[config.mk]
export PLATFORM = sky130hd
export DESIGN_NAME = regfile_param
export DESIGN_NICKNAME = d
export VERILOG_FILES = /design/src/rtl/regfile_param.sv
export SDC_FILE = /design/constraint.sdc
export NUM_CORES = 2
export LEC_CHECK = 0
export ABC_AREA = 1
export CAP_MARGIN = 30
export CELL_PAD_IN_SITES_DETAIL_PLACEMENT = 1
export CELL_PAD_IN_SITES_GLOBAL_PLACEMENT = 1
export CORE_MARGIN = 8
export CORE_UTILIZATION = 48
export DETAILED_ROUTE_END_ITERATION = 6
export PLACE_DENSITY = 0.87
export SYNTH_ARGS = -nofsm -noshare
export SYNTH_HDL_FRONTEND = slang
export SYNTH_SLANG_ARGS = --single-unit
[constraint.sdc]
create_clock -name clk -period 4.2 [get_ports clk]
set_clock_uncertainty 0.15 [all_clocks]
set_input_delay 0.63 -clock clk [delete_from_list [all_inputs] [get_ports clk]]
set_output_delay 0.63 -clock clk [all_outputs]
set_load 0.02 [all_outputs]
[src/rtl/regfile_param.sv]
`default_nettype none
// ----------------------------------------------------------------------------
// regfile_param : DEPTH x WIDTH register file, two combinational reads, one
//                 synchronous write, optional zero register and write bypass.
// Revision      : 1.0
// ----------------------------------------------------------------------------
module regfile_param #(
  parameter int WIDTH    = 32,
  parameter int DEPTH    = 32,
  parameter int ADDR_W   = $clog2(DEPTH),
  parameter int ZERO_REG = 1,
  parameter int BYPASS   = 1
) (
  input  logic              clk,
  input  logic              rst_n,
  input  logic              we,
  input  logic [ADDR_W-1:0] waddr,
  input  logic [WIDTH-1:0]  wdata,
  input  logic [ADDR_W-1:0] raddr1,
  input  logic [ADDR_W-1:0] raddr2,
  output logic [WIDTH-1:0]  rdata1,
  output logic [WIDTH-1:0]  rdata2
);

  logic [WIDTH-1:0] mem_q [DEPTH];
  logic [WIDTH-1:0] mem_d [DEPTH];
  logic             wr_en;

  // One qualifier drives both the array update and the bypass path, so a
  // suppressed write can never be forwarded.
  always_comb begin
    wr_en = rst_n && we && (int'(waddr) < DEPTH) &&
            !((ZERO_REG != 0) && (waddr == '0));
    for (int i = 0; i < DEPTH; i++) begin
      mem_d[i] = mem_q[i];
      if (wr_en && (int'(waddr) == i)) begin
        mem_d[i] = wdata;
      end
    end
  end

  always_ff @(posedge clk) begin
    if (!rst_n) begin
      for (int i = 0; i < DEPTH; i++) begin
        mem_q[i] <= '0;
      end
    end else begin
      mem_q <= mem_d;
    end
  end

  function automatic logic [WIDTH-1:0] rd_sel(
    input logic [ADDR_W-1:0] ra,
    input logic [WIDTH-1:0]  stored,
    input logic              wen,
    input logic [ADDR_W-1:0] wa,
    input logic [WIDTH-1:0]  wd
  );
    logic [WIDTH-1:0] res;
    res = '0;
    if (int'(ra) >= DEPTH) begin
      res = '0;
    end else if ((ZERO_REG != 0) && (ra == '0)) begin
      res = '0;
    end else if ((BYPASS != 0) && wen && (wa == ra)) begin
      res = wd;
    end else begin
      res = stored;
    end
    return res;
  endfunction

  assign rdata1 = rd_sel(raddr1, mem_q[raddr1], wr_en, waddr, wdata);
  assign rdata2 = rd_sel(raddr2, mem_q[raddr2], wr_en, waddr, wdata);

endmodule
`default_nettype wire

==> results.yml <==
run_status:
  outcome: "complete, no violations"
worst_setup_path:
  rr_worst_depth: 2
  critical_path_required_ns: 3.42
  rr_endpoint: "mem_q[320]"
  regToRegStartpoint: "mem_q[320]"
  startpoint_class_of_the_critical_path: "input port"
  crit_path_end_kind: "output pin"
  ff2ff_setup_slack_ns: 3.13
  worst-path-max-fanout: 21
  worst-setup-path-type: "input port to output pin"
  arrival_ns: 3.33
pwr:
  p_leak_nw: 26.2
  total_power_w: 0.0245
  power.density_mw_per_mm2: 387
  vdd_ir_drop_max_uv: 512
sta:
  final_max_slew_viol_count: 0
  fmax_mhz: 243
  fin_crit_sh_pct: 97.9
  finalHoldViolations: 0
  timing.final.crit_period_ns: 4.11
  timing.slew.headroom_pct: 32.3
  setup_viol: 0
  hold_slack_ns: 0.276
  worstMarginPinSlew_ns: 1.02
clock_network:
  clockBufferDepth: 3
  tritoncts: "yes"
  clk_latency_ns: 0.73
  cts-htree-levels: 3
  clockRootBuffer: "clkbuf_16"
  post_cts_buffers: 0
  path_clk_slew_ns: 0.06
  number_of_buffers_created_by_cts: 117
  cts_sinks: 1024
routing:
  avgRoutedWirePerCell_um: 25.9
  vias_per_cell: 6.51
  via_count: 65800
  detail_route.iter0.violations: 7814
  final_antenna_net_count: 0
  drt_wl_total_um: 262000
  drt_first_pass_iters: 5
  route.detailed.drc: 0
finish:
  number_of_flip_flops_under_the_largest_register_name: 1024
  largest_register: "mem_q"
  area_delta_synth_final_pct: 13.9
  drive_gt1_share_pct: 7.53
  leading_registers_by_flop_count: "mem_q x1024"
  nets: 8525
  utilization_pct: 55.1
  area_used_by_multi_input_combinational_logic_mm2: 0.0292
  ff_latch_area_mm2: 0.0205
  instances_no_fill: 10100
  layout.filler_cells: 15200
floorplan:
  fp.dieW_um: 356
  io_pins: 114
  core.rowCount: 124
  fp.coreArea_mm2: 0.115
  initial_utilization_pct: 48.4
  chipHeight_um: 356
  die_outline_area_mm2: 0.127
grt:
  maximum_number_of_pins_on_one_net_before_global_route_repair: 225
  antenna_violations_before_repair: 14
  grt_use_total_pct: 39.3
  grt_first_pass_wirelength_um: 394000
  grt_overflow_total: 0
  via_count_of_the_first_global_routing_pass: 67200
worst_hold_path:
  min_path_type: "flop to flop"
  worstHoldStart: "mem_q[1017]"
  worstHoldPathCells: 2
  whs_endpoint: "mem_q[1017]"
logic_synthesis:
  postSynthRegisterBits: 1024
  post_synth_inst_count: 8791
  synth_sequential_area_ratio_pct: 37.0
  syn-num-nets: 8841
  synth_area_mm2: 0.0554
  ys.warnings.count: 0
  syn_area_per_cell_um2: 6.31
  synthDistinctLibCells: 26
place:
  routability_congestion: 0.888
  place_inst: 9867
  dp.final_hpwl_um: 154000
  port_buffers: 113
job:
  max_cap_violations: 0
[critical path, cell delays in order]
cell and delay (ns):
clkdlybuf4s50_1 0.54, nor2_1 0.20, nand3_1 0.10, nand3_1 0.10
clkinv_2 0.23, buf_6 0.28, nand3b_1 0.11, nand2_1 0.09
a21oi_4 0.27, buf_4 0.17, clkdlybuf4s50_1 0.60
[synth_stat cells (all sizes together)]
cell type  count  area [um2]
a21oi       1214        6080
buf          188         861
clkbuf       662        2490
clkinv         2        7.51
dfxtp       1024       20500
inv          707        2650
nand2       1729        6500
nand3       1087        5440
nand3b         3        22.5
nand4          2        12.5
nor2         530        2030
nor3           3        20.0
o211ai       201        1510
o21ai       1368        6850
or2           61         382
xnor2          6        52.6
xor2           4        35.0
[layout by cell type, fill, tap and decap left out, types with 99 or more instances in the layout]
cell,Yosys,layout
a21oi_1,1214,1213
inv_1,696,692
dfxtp_1,1024,1024
nor2_1,517,496
o21ai_0,1364,1364
buf_12,0,99
nand3_1,1087,1087
o211ai_1,201,201
buf_4,0,213
nand2_1,1728,1726
clkbuf_16,0,120
[how the worst max path moves through the flow]
| stage | from | end | slack (ns) | cells after the start |
|---|---|---|---|---|
| 5_1_grt | waddr[2] | rdata2[31] | -0.008 | 11 |
| 2_1_floorplan | raddr2[0] | rdata2[10] | 1.25 | 12 |
| 4_1_cts | waddr[2] | rdata1[31] | 0.007 | 11 |
| 3_5_place_dp | waddr[2] | rdata2[31] | -0.25 | 9 |
| 3_3_place_gp | waddr[2] | rdata2[31] | -0.06 | 9 |
| 6_report | waddr[0] | rdata2[31] | 0.09 | 11 |
[stage by stage]
stage / area [um2] / setup TNS [ns] / setup slack [ns]
3_5_place_dp: 58900 / -0.246 / -0.246
4_1_cts: 63100 / 0 / 0.00743
3_3_place_gp: 58900 / -0.0636 / -0.0636
5_1_grt: 63100 / -0.0112 / -0.00764
6_report: 63100 / 0 / 0.0903
2_1_floorplan: 55400 / 0 / 1.25
[timing repair]
| item | 4_1_cts | 5_1_grt |
|---|---|---|
| endpoints found under the setup margin | 1 | 46 |
| hold buffers | 0 | 0 |
| pin swaps | 0 | 0 |
| gates resized for setup | 2 | 5 |
[report_power, final]
part | leakage [nW] | total (W) | switching, W | internal (W)
logic | 15.9 | 0.00335 | 0.00236 | 0.000988
clock network | 2.08 | 0.0113 | 0.00456 | 0.00672
registers | 8.25 | 0.00983 | 0.0000470 | 0.00978
[per-layer routing]
metal	global-route usage (%)	vias to the layer above	routed length (um)
li1	-	28600	-
met1	47.3	32100	98200
met2	60.9	3915	113000
met3	11.3	1186	31700
met4	26.5	10	18600
met5	0	-	69
[kinds of logic (layout without fill, tap and decap cells)]
family	Yosys count	after routing	synth area share (%)
xor+xnor	10	10	0.158
compound gates	2783	2783	26.0
flops	1024	1024	37.0
other cells	0	8	0
simple gates	3415	3415	26.0
buf+inv	1559	1347	10.8
[cell type report]
class,instances,area share (%)
Antenna cell,8,0.0317
Clock inverter,60,1.23
Inverter,709,4.27
Timing Repair Buffer,415,7.37
Multi-Input combinational cell,6208,46.2
Clock buffer,163,5.42
Sequential cell,1024,32.5
Tap cell,1512,3.00
Note: power is estimated with default switching activity, not from simulation.
